**config.mk**
```make
export PLATFORM = sky130hd
export DESIGN_NAME = fitness_eval_flat
export DESIGN_NICKNAME = d
export VERILOG_FILES = /design/src/rtl/fitness_eval_if.sv /design/src/rtl/fitness_eval.sv /design/src/flat_wrapper.sv
export SDC_FILE = /design/constraint.sdc
export NUM_CORES = 1
export LEC_CHECK = 0
export ABC_AREA = 0
export CORE_AREA = 2 2 218 220
export CTS_BUF_LIST = sky130_fd_sc_hd__clkbuf_2
export CTS_CLUSTER_SIZE = 8
export DETAILED_ROUTE_END_ITERATION = 16
export DIE_AREA = 0 0 220 222
export PLACE_DENSITY = 0.82
export SLEW_MARGIN = 40
export SYNTH_ARGS = -nofsm -noshare
export SYNTH_HDL_FRONTEND = slang
export SYNTH_SLANG_ARGS = --single-unit
```
**constraint.sdc**
```tcl
create_clock -name i_clk -period 6.9 [get_ports i_clk]
set_clock_uncertainty 0.05 [all_clocks]
set_input_delay 1.035 -clock i_clk [delete_from_list [all_inputs] [get_ports i_clk]]
set_output_delay 1.035 -clock i_clk [all_outputs]
set_load 0.05 [all_outputs]
```
**src/rtl/fitness_eval_if.sv**
```systemverilog
// Handshake and data bundle between the GA controller and the fitness evaluator.
// master drives start/pop; slave returns status flags and the fitness array.
interface fitness_eval_if;
    logic                start;
    logic signed [7:0]   pop     [16];
    logic                busy;
    logic                done;
    logic                valid;
    logic signed [26:0]  fitness [16];

    modport master (
        output start,
        output pop,
        input  busy,
        input  done,
        input  valid,
        input  fitness
    );

    modport slave (
        input  start,
        input  pop,
        output busy,
        output done,
        output valid,
        output fitness
    );
endinterface

```
**src/rtl/fitness_eval.sv**
```systemverilog
// Evaluates f(x) = C2*x^2 + C1*x + C0 over a latched 16-entry population, one per cycle.
// Define FITNESS_CLAMP_EN to clamp negative results to zero.
module fitness_eval #(
    parameter logic signed [7:0] C2 = -8'sd1,
    parameter logic signed [7:0] C1 = 8'sd16,
    parameter logic signed [7:0] C0 = 8'sd100
) (
    input  logic          i_clk,
    input  logic          i_rst,
    fitness_eval_if.slave io_eval
);

    localparam logic [1:0] StIdle  = 2'd0;
    localparam logic [1:0] StRun   = 2'd1;
    localparam logic [1:0] StDrain = 2'd2;

    logic [1:0]          r_state;
    logic [3:0]          r_cnt;
    logic                r_done;
    logic                r_valid;
    logic signed [7:0]   r_pop [16];

    logic                r_s1_vld;
    logic [3:0]          r_s1_idx;
    logic signed [15:0]  r_sq;
    logic signed [15:0]  r_lin;

    logic signed [26:0]  r_fitness [16];

    logic                w_accept;
    logic signed [7:0]   w_x;
    logic signed [26:0]  w_sum;
    logic signed [26:0]  w_res;

    always_comb begin
        w_accept = (r_state == StIdle) && io_eval.start;
        w_x      = r_pop[r_cnt];
        w_sum    = 27'(C2) * 27'(r_sq) + 27'(r_lin) + 27'(C0);
`ifdef FITNESS_CLAMP_EN
        w_res    = w_sum[26] ? '0 : w_sum;
`else
        w_res    = w_sum;
`endif
    end

    always_ff @(posedge i_clk) begin
        if (i_rst) begin
            r_state <= StIdle;
            r_cnt   <= '0;
            r_done  <= 1'b0;
            r_valid <= 1'b0;
        end else begin
            r_done <= 1'b0;
            case (r_state)
                StIdle: begin
                    if (io_eval.start) begin
                        r_state <= StRun;
                        r_cnt   <= '0;
                        r_valid <= 1'b0;
                    end
                end
                StRun: begin
                    r_cnt <= r_cnt + 4'd1;
                    if (r_cnt == 4'd15) r_state <= StDrain;
                end
                StDrain: begin
                    // Stage 2 writes entry 15 on this same edge.
                    r_state <= StIdle;
                    r_done  <= 1'b1;
                    r_valid <= 1'b1;
                end
                default: r_state <= StIdle;
            endcase
        end
    end

    always_ff @(posedge i_clk) begin
        if (i_rst) begin
            r_pop <= '{default: '0};
        end else if (w_accept) begin
            r_pop <= io_eval.pop;
        end
    end

    always_ff @(posedge i_clk) begin
        if (i_rst) begin
            r_s1_vld <= 1'b0;
            r_s1_idx <= '0;
            r_sq     <= '0;
            r_lin    <= '0;
        end else begin
            r_s1_vld <= (r_state == StRun);
            if (r_state == StRun) begin
                r_s1_idx <= r_cnt;
                r_sq     <= 16'(w_x) * 16'(w_x);
                r_lin    <= 16'(C1) * 16'(w_x);
            end
        end
    end

    always_ff @(posedge i_clk) begin
        if (i_rst) begin
            r_fitness <= '{default: '0};
        end else if (r_s1_vld) begin
            r_fitness[r_s1_idx] <= w_res;
        end
    end

    assign io_eval.busy    = (r_state != StIdle);
    assign io_eval.done    = r_done;
    assign io_eval.valid   = r_valid;
    assign io_eval.fitness = r_fitness;

endmodule

```
**src/flat_wrapper.sv**
```systemverilog
// flat-port wrapper written by rule: the top's interface ports become plain ports
module fitness_eval_flat 
#(
    parameter logic signed [7:0] C2 = -8'sd1,
    parameter logic signed [7:0] C1 = 8'sd16,
    parameter logic signed [7:0] C0 = 8'sd100
)
  (i_clk, i_rst, io_eval_start, io_eval_pop, io_eval_busy, io_eval_done, io_eval_valid, io_eval_fitness);
  fitness_eval_if io_eval_i ();
  input  logic i_clk;
  input  logic i_rst;
  input wire logic [$bits(io_eval_i.start)-1:0] io_eval_start;
  input wire logic [$bits(io_eval_i.pop)-1:0] io_eval_pop;
  output wire logic [$bits(io_eval_i.busy)-1:0] io_eval_busy;
  output wire logic [$bits(io_eval_i.done)-1:0] io_eval_done;
  output wire logic [$bits(io_eval_i.valid)-1:0] io_eval_valid;
  output wire logic [$bits(io_eval_i.fitness)-1:0] io_eval_fitness;
  assign io_eval_i.start = io_eval_start;
  assign io_eval_i.pop = {>>{io_eval_pop}};
  assign io_eval_busy = io_eval_i.busy;
  assign io_eval_done = io_eval_i.done;
  assign io_eval_valid = io_eval_i.valid;
  assign io_eval_fitness = {>>{io_eval_i.fitness}};
  fitness_eval #(.C2(C2), .C1(C1), .C0(C0)) u_core (.i_clk(i_clk), .i_rst(i_rst), .io_eval(io_eval_i));
endmodule
```
======== Word-level counts from Yosys, hierarchy flattened ========
Index checks and enable logic that the tools add are counted.
storage, ports and cells
  bits in writable memories ............... 0
  logic and storage cells ................. 78
  flip-flop bits (word level) ............. 597
  bits in read-only memories .............. 0
  bits in latches ......................... 0
  memories kept ........................... 0
  output and inout bits ................... 435
  input port bits ......................... 131
cells by class
  add/sub/neg operators ................... 4
  reduce and logical (&&, ||, !) cells .... 9
  shifts and indexed selects .............. 0
  $lt $le $gt $ge ......................... 3
  div/mod/pow operators ................... 0
  equal/unequal tests ..................... 5
  muxes and demuxes ....................... 14
  $mul .................................... 1
  bitwise logic cells ..................... 2
operators with widths
  operator                                                    number
  bitwise mux 432 bit                                         1
  demux 27 bit (select 4 bit)                                 1
  binary-select mux 8 bit (select 4 bit)                      1
  adder 27 x 12 -> 27 bit                                     1
  adder 27 x 8 -> 27 bit, second input constant               1
  two-way mux 27 bit                                          1
  negation 16 -> 27 bit                                       1
  multiplier 8 x 8 -> 16 bit                                  1
  two-way mux 8 bit                                           2
  >= comparator 5 bit, second input constant                  2
  inverter 4 -> 5 bit                                         2
  one-hot mux 4 bit (2 select lines)                          1
  AND reduction 2 bit                                         3
  nonzero test 2 bit                                          3
  less-than comparator 5 x 1 -> 1 bit, second input constant  1
  adder 4 x 1 -> 4 bit, second input constant                 1
  equality test 4 bit, second input constant                  1
  two-way mux 2 bit                                           2
  two-way mux 4 bit                                           1
  one-hot mux 2 bit (2 select lines)                          1
  equality test 2 x 1 -> 1 bit, second input constant         1
  equality test 2 bit, second input constant                  1
  logical AND 1 bit                                           2
  logical NOT 2 bit                                           1
  4 further kinds                                             5

======== Longest topological paths before layout ========
Gate-level depths: netlist of the first run.
  depth in word-level cells ............... 6
  mapped depth ............................ 23
  gate-level depth less buffers ........... 19

======== Least setup slack after synthesis of the first run ========
OpenSTA, ideal clock, no wires.
  path kind ............................... reg2reg
  start ................................... reg u_core.r_cnt[1]
  end ..................................... reg u_core.r_sq[15]
  data required time ...................... 6.733 ns
  stages on the path, launching flop included .. 22
  period minus slack after synthesis ...... 6.216 ns
  buffers on the path ..................... 3
  slack ................................... 0.684 ns
  arrival time ............................ 6.049 ns
  library setup time ...................... 0.117 ns
  cell sequence ........................... dfxtp_1 > buf_2 > buf_4 > buf_4 > mux4_2 > mux4_2 > inv_1 > nor2_1 > fa_1 > inv_1 > fa_1 > inv_1 > fa_1 > inv_1 > fa_1 > inv_1 > ha_1 > and3_1 > a2111oi_0 > a21oi_1 > xnor2_1 > a22o_1
on the way
  word-level cells in the longest chain between the ends .. 5
RTL lines
  item                                                  RTL line            text
  from (decl)                                           fitness_eval.sv:18  logic [3:0] r_cnt;
  from (signal assigned)                                fitness_eval.sv:63  r_cnt <= r_cnt + 4'd1;
  inverter 4 -> 5 bit (implied by the code)             fitness_eval.sv:37  w_x = r_pop[r_cnt];
  binary-select mux 8 bit (select 4 bit)                fitness_eval.sv:37
  two-way mux 8 bit (implied by the code) (2 in a row)  fitness_eval.sv:37
  net u_core.w_x[7]                                     fitness_eval.sv:31  logic signed [7:0] w_x;
  multiplier 8 x 8 -> 16 bit                            fitness_eval.sv:95  r_sq <= 16'(w_x) * 16'(w_x);
  to (signal assigned)                                  fitness_eval.sv:95
  to (decl)                                             fitness_eval.sv:25  logic signed [15:0] r_sq;
The timed path passes the listed nets, and every way through them passes these cells. The select of a mux whose other input is x is not followed.
A chain may end at the register's enable or synchronous reset.

======== Worst setup path after layout of the first run ========
  start ................................... reg u_core.r_cnt[0]
  end ..................................... reg u_core.r_sq[15]
The elaborated chain is that of the path after synthesis.

==> results_dict.tcl, run 1 <==
set metrics [dict create \
    ys_top_cells_by_area "dfxtp_1 49%, nand2_1 9.4%, a21oi_1 7.3%" \
    p_sw_mw 2.299 \
    antenna_found_initial 1 \
    portBuffers 565 \
    p_comb_frac 0.180 \
    post_drt_wl_per_cell_um 19.70 \
    cts_buffers 145 \
    synth_area_per_cell_um2 9.030 \
    slew_headroom 0.3957 \
    synthArstFlopShare 0 \
    postCtsSetupRepairBufs 0 \
    met1_usage 0.3700 \
    drc 0 \
    powerDensity_nw_per_um2 223.7 \
    cp_data_required_time_ns 8.03 \
    multi_input_area_um2 11080 \
    cts.path.max_buffers 3 \
    viasPerCell 5.484 \
    rows 79 \
    nFillCells 3690 \
    grt_use_met2 0.5182 \
    drtPass1Iterations 10 \
    min_period_ns 6.453 \
    grt_pass1_vias 20800 \
    p_clk_frac 0.325 \
    synth_top_flop_cell "dfxtp_1" \
    root_buffer "clkbuf_2" \
    maxCapViolCount 0 \
    seqPwrFrac 0.494 \
    synth_top_area_share 0.4851 \
    synth_area_um2 23890 \
    synthTopCellsByCount "596 x nand2_1, 579 x dfxtp_1, 347 x a21oi_1, 141 x clkbuf_1, 127 x nor2_1" \
    postLayoutCoreUtil 0.6741 \
    cp_max_fo 30 \
    p_int_mw 4.678 \
    grtUsageMet3 0.07613 \
    swShare 0.3295 \
    rsz0062_at_grt "no" \
    seq_area_um2 11590 \
    grt_pass1_wl_mm 116.4 \
    critPathCaptureType "register" \
    synth_area_leader_cell "dfxtp_1" \
    core_um2 46260 \
    die_x_um 220 \
    setup_viol 0 \
    ir_worst_vdd_uv 144.2 \
    tns_ns 0 \
    ant_nets 0 \
    htreeDepth 4 \
    synthToLayoutAreaGrowth_pct 30.51 \
    ys_warn_count 0 \
    cts.sinks 579 \
    dpl.hpwl_mm 54.84 \
    top_usage_layer "met2" \
    placed_cells 3639 \
    finalCritPeriodShare 0.9353 \
    synth_edf_count 0 \
    routed_wl_mm 76.74 \
    start_util 0.5165 \
    grt_overflow_total 0 \
    synth_cell_types 62 \
    yosysMostFrequentCell "nand2_1" \
    grt_max_degree 179 \
    synth_nets 2879 \
    dr.first_iter.drc_count 1720 \
    clk_latency_ns 1.28 \
    ys_seq_area_frac 0.4851 \
    tritoncts "done" \
    slew_viol_final 0 \
    ios 566 \
    nets 3415 \
    dpl_cell_area_um2 29860 \
    ys_ff_latch 579 \
    status "completed" \
    final_area_um2 31180 \
    stdcell_count 3896 \
    gp_congestion 0.8766 \
    cts.clk_slew.worst_paths_ns 0.11 \
    fmax_ghz 0.1550 \
    p_leak_nw 11.74 \
    finalHoldViolations 0 \
    dieArea_um2 48840 \
    path_class "register to register" \
    netlist_instances 2646 \
    cp.arrival_ns 7.58 \
    worst_pin_slew_ns 0.9065 \
    die_h_um 222 \
    drive_gt1_frac 0.1114 \
    grt_usage 0.3094 \
    vias 21370 \
    start_kind "register" \
    hold_class "input port to register" \
]
-- cell type report --
type                            count  share of cell area
Antenna cell                        3           0.0002407
Clock buffer                      207             0.03322
Clock inverter                     44            0.007704
Inverter                          105             0.01264
Multi-Input combinational cell   1743              0.3554
Sequential cell                   579              0.3718
Tap cell                          607             0.02435
Timing Repair Buffer              608              0.1946
-- routing by layer --
| metal | up-vias | wire [um] | part of all wire |
|---|---|---|---|
| met2 | 979 | 37610 | 0.49 |
| met4 | 0 | 3036 | 0.040 |
| met1 | 10120 | 29860 | 0.39 |
| met5 | - | 0 | 0 |
| li1 | 10100 | - | - |
| met3 | 172 | 6228 | 0.081 |
-- critical path: stages (launching register included) --
cell       delay [ns]
dfxtp_2          0.47
buf_12           0.26
mux4_2           0.54
mux4_2           0.62
inv_1            0.23
nor2_1           0.16
fa_2             0.64
inv_1            0.09
fa_1             0.53
inv_1            0.05
fa_1             0.54
inv_1            0.06
fa_1             0.53
inv_1            0.04
ha_1             0.34
and3_1           0.20
a2111oi_0        0.37
buf_4            0.19
a21oi_1          0.07
xnor2_1          0.13
a22o_1           0.23
-- power by group through the flow --
| stage | Combinational, mW | Clock [mW] | Sequential [mW] |
|---|---|---|---|
| after floorplan | 0.718 | 0 | 3.55 |
| after global placement | 1.18 | 0 | 3.52 |
| after detailed placement | 1.22 | 0 | 3.53 |
| after CTS | 1.23 | 2.32 | 3.45 |
| after global routing | 1.34 | 2.49 | 3.46 |
| final | 1.26 | 2.27 | 3.45 |
-- per-stage QoR --
| stage | setup WS [ns] | hold slack, ns | power [mW] |
|---|---|---|---|
| 5_1_grt | 0.07082 | 0.1429 | 7.282 |
| 3_3_place_gp | 0.4922 | 0.3883 | 4.701 |
| 6_report | 0.4467 | 0.2203 | 6.976 |
| 4_1_cts | 0.3982 | 0.08335 | 7.000 |
| 2_1_floorplan | 0.6840 | 0.3815 | 4.273 |
| 3_5_place_dp | 0.3922 | 0.3921 | 4.751 |
-- path summary, 6_finish.rpt --
check	start	to	slack, ns	depth (start not counted)
max	u_core.r_cnt[0]$_SDFFE_PP0P_	u_core.r_sq[15]$_SDFFE_PP0P_	0.45	20
min	io_eval_pop[5]	u_core.r_pop[5]$_SDFFE_PP0P_	0.22	3
max reg2reg	u_core.r_cnt[0]$_SDFFE_PP0P_	u_core.r_sq[15]$_SDFFE_PP0P_	0.45	20
min reg2reg	u_core.r_pop[60]$_SDFFE_PP0P_	u_core.r_pop[60]$_SDFFE_PP0P_	0.41	2
-- layout by cell type, fill, tap and decap left out, types with 12 or more instances in the layout --
master / netlist / routed
nand2_1: 596 / 594
dfxtp_1: 579 / 577
clkdlybuf4s50_1: 0 / 564
a21oi_1: 347 / 347
clkbuf_2: 1 / 207
nor2_1: 127 / 114
inv_1: 104 / 104
o21a_1: 84 / 84
nand3_1: 78 / 75
a22o_1: 75 / 75
o21ai_0: 62 / 62
ha_1: 56 / 55
a211oi_1: 54 / 54
fa_1: 46 / 45
buf_4: 19 / 34
mux4_2: 28 / 28
clkinv_1: 1 / 28
and2_1: 20 / 19
and3_1: 19 / 19
o311ai_0: 17 / 17
mux4_1: 12 / 12
xnor2_1: 16 / 12
nor2_2: 0 / 12
-- logic make-up after synthesis --
| logic type | after synthesis | synth area share |
|---|---|---|
| fa+ha+maj | 102 | 0.06787 |
| xor+xnor | 23 | 0.008745 |
| flops | 579 | 0.4851 |
| mux | 41 | 0.04001 |
| simple gates | 886 | 0.1531 |
| compound gates | 691 | 0.1848 |
| buf+inv | 324 | 0.06038 |
-- repair_timing --
action | 4_1_cts | 5_1_grt
gates resized for setup | 0 | 1
setup endpoints to repair | 0 | 1
hold endpoints to repair | 1 | 0
hold buffers | 1 | 0
-- state kept, by name, indices dropped and copies added, names as in the netlist, 2 cells and up --
signal,count
u_core.r_cnt,4
u_core.r_pop,128
u_core.r_lin,7
u_core.io_eval.fitness,416
u_core.r_state,2
u_core.r_sq,15
u_core.r_s1_idx,4
No activity file was read; power rests on OpenSTA's default activity.
==> inputs of run 2 (changes only) <==
--- a/config.mk
+++ b/config.mk
@@ -6,12 +6,15 @@
 export NUM_CORES = 1
 export LEC_CHECK = 0
 export ABC_AREA = 0
+export ABC_CLOCK_PERIOD_IN_PS = 6900
+export CAP_MARGIN = 10
 export CORE_AREA = 2 2 218 220
 export CTS_BUF_LIST = sky130_fd_sc_hd__clkbuf_2
 export CTS_CLUSTER_SIZE = 8
 export DETAILED_ROUTE_END_ITERATION = 16
 export DIE_AREA = 0 0 220 222
 export PLACE_DENSITY = 0.82
+export REMOVE_ABC_BUFFERS = 1
 export SLEW_MARGIN = 40
 export SYNTH_ARGS = -nofsm -noshare
 export SYNTH_HDL_FRONTEND = slang
==> results_dict.tcl, run 2 (synthesized netlist as in run 1, its figures left out) <==
set metrics [dict create \
    postCtsSetupRepairBufs 0 \
    cts_buffers 143 \
    cp.arrival_ns 7.53 \
    layout_commonest_cell "nand2_1" \
    dpl.hpwl_mm 54.03 \
    cts_resized 0 \
    cp_max_fo 17 \
    grt_usage 0.3036 \
    finalHoldViolations 0 \
    p_int_mw 4.661 \
    portBuffers 565 \
    synthToLayoutAreaGrowth_pct 30.11 \
    crit_path_cell_trace "mux4_2 -> mux4_2 -> inv_1 -> nor2_1 -> fa_1 -> inv_1 -> fa_1 -> inv_1 -> fa_1 -> inv_1 -> fa_1 -> inv_1 -> ha_1 -> and3_1 -> a2111oi_0 -> buf_4 -> a21oi_1 -> xnor2_1 -> a22o_1" \
    slowest_delay_ns 0.67 \
    finalPower_mw 6.898 \
    fin_hold_ws_ns 0.1236 \
    nets 3408 \
    setup_slack_ns 0.4866 \
    tritoncts "done" \
    powerDensity_nw_per_um2 221.9 \
    worst_pin_slew_ns 0.9248 \
    rows 79 \
    drtPass1Iterations 6 \
    start_util 0.5165 \
    setup_viol 0 \
    finalCritPeriodShare 0.9295 \
    cts.path.max_buffers 3 \
    vias 21500 \
    routed_wl_mm 75.39 \
    slew_headroom 0.3835 \
    maxCapViolCount 0 \
    htreeDepth 4 \
    dieArea_um2 48840 \
    rsz0062_at_grt "no" \
    antenna_found_initial 1 \
    post_drt_wl_per_cell_um 19.44 \
    core_um2 46260 \
    hold_class "input port to register" \
    cp_data_required_time_ns 8.02 \
    grt_pass1_vias 20610 \
    die_h_um 222 \
    fmax_ghz 0.1559 \
    largest_reg_flops 416 \
    clk_latency_ns 1.36 \
    seqPwrFrac 0.500 \
    cts-hold-fix-buffers 0 \
    p_leak_nw 11.66 \
    dr.first_iter.drc_count 1762 \
    die_x_um 220 \
    drc 0 \
    viasPerCell 5.544 \
    p_sw_mw 2.237 \
    start_kind "register" \
    p_clk_frac 0.329 \
    seq_area_um2 11600 \
    final_cell_mix "594 x nand2_1, 577 x dfxtp_1, 564 x clkdlybuf4s50_1, 347 x a21oi_1, 198 x clkbuf_2" \
    slowest_stage "fa_1" \
    slew_viol_final 0 \
    postLayoutCoreUtil 0.6720 \
    crit_top_cell "inv_1" \
    cts.sinks 579 \
    root_buffer "clkbuf_2" \
    status "completed" \
    p_comb_frac 0.171 \
    grt_max_degree 188 \
    swShare 0.3243 \
    multi_input_area_um2 11080 \
    gp_congestion 0.9132 \
    tns_ns 0 \
    ant_nets 0 \
    ios 566 \
    grt_pass1_wl_mm 115.2 \
    nFillCells 3645 \
    cts.clk_slew.worst_paths_ns 0.11 \
    pre_cts_slack_ns 0.3829 \
    ir_worst_vdd_uv 139.3 \
    drive_gt1_frac 0.1071 \
    grt_overflow_total 0 \
    min_period_ns 6.413 \
    path_class "register to register" \
    critPathCaptureType "register" \
]
## run 2: cell count changes in the layout (fill, tap and decap cells not counted), sizes merged
cell         change
buf              -4
dlygate4sd3      -1
inv              +2
clkinvlp         +2
clkbuf           -9
clkinv           -8
bufinv           +1
## run 2: routing by layer
metal,part of all wire,wire length [um],track usage
met2,0.47,35740,0.4925
met5,0,0,0
met4,0.048,3614,0.1669
met3,0.081,6079,0.07353
met1,0.40,29960,0.3696
## run 2: final timing paths
| kind | startpoint | end | slack (ns) | cells after the start |
|---|---|---|---|---|
| worst max-delay path | u_core.r_cnt[1]$_SDFFE_PP0P_ | u_core.r_sq[15]$_SDFFE_PP0P_ | 0.49 | 19 |
| worst min-delay path | i_rst | u_core.r_pop[72]$_SDFFE_PP0P_ | 0.12 | 2 |
| worst max register to register | u_core.r_cnt[1]$_SDFFE_PP0P_ | u_core.r_sq[15]$_SDFFE_PP0P_ | 0.49 | 19 |
| worst min register to register | u_core.r_sq[10]$_SDFFE_PP0P_ | u_core.r_sq[10]$_SDFFE_PP0P_ | 0.40 | 2 |
## run 2: area by class of cell
type | instances | area share
Inverter | 105 | 0.01268
Multi-Input combinational cell | 1743 | 0.3564
Sequential cell | 579 | 0.3730
Antenna cell | 3 | 0.0002415
Tap cell | 607 | 0.02443
Clock buffer | 198 | 0.03188
Clock inverter | 41 | 0.008412
Timing Repair Buffer | 603 | 0.1929
## run 2: power groups by stage
stage | sequential (mW) | combinational [mW] | clock, mW
final | 3.45 | 1.18 | 2.27
after detailed placement | 3.53 | 1.16 | 0
after floorplan | 3.56 | 0.594 | 0
after global placement | 3.52 | 1.10 | 0
after CTS | 3.45 | 1.16 | 2.32
after global routing | 3.46 | 1.26 | 2.49
## run 2: per-stage QoR
step | cell area, um^2 | cells
after floorplan | 22840 | 2427
final | 31090 | 3879
after global placement | 29690 | 3635
after global routing | 31080 | 3878
after CTS | 31030 | 3874
after detailed placement | 29780 | 3635
## run 2: critical path, delay by kind of cell, from the launching register on
kind                       cells  cell delay [ns]
and+or+nand+nor                2             0.36
muxes                          2             1.13
adders and majority gates      5             2.62
buffers and inverters          6             0.66
DFF                            1             0.61
AOI/OAI and AO/OA              3             0.69
xor gates and xnor gates       1             0.13
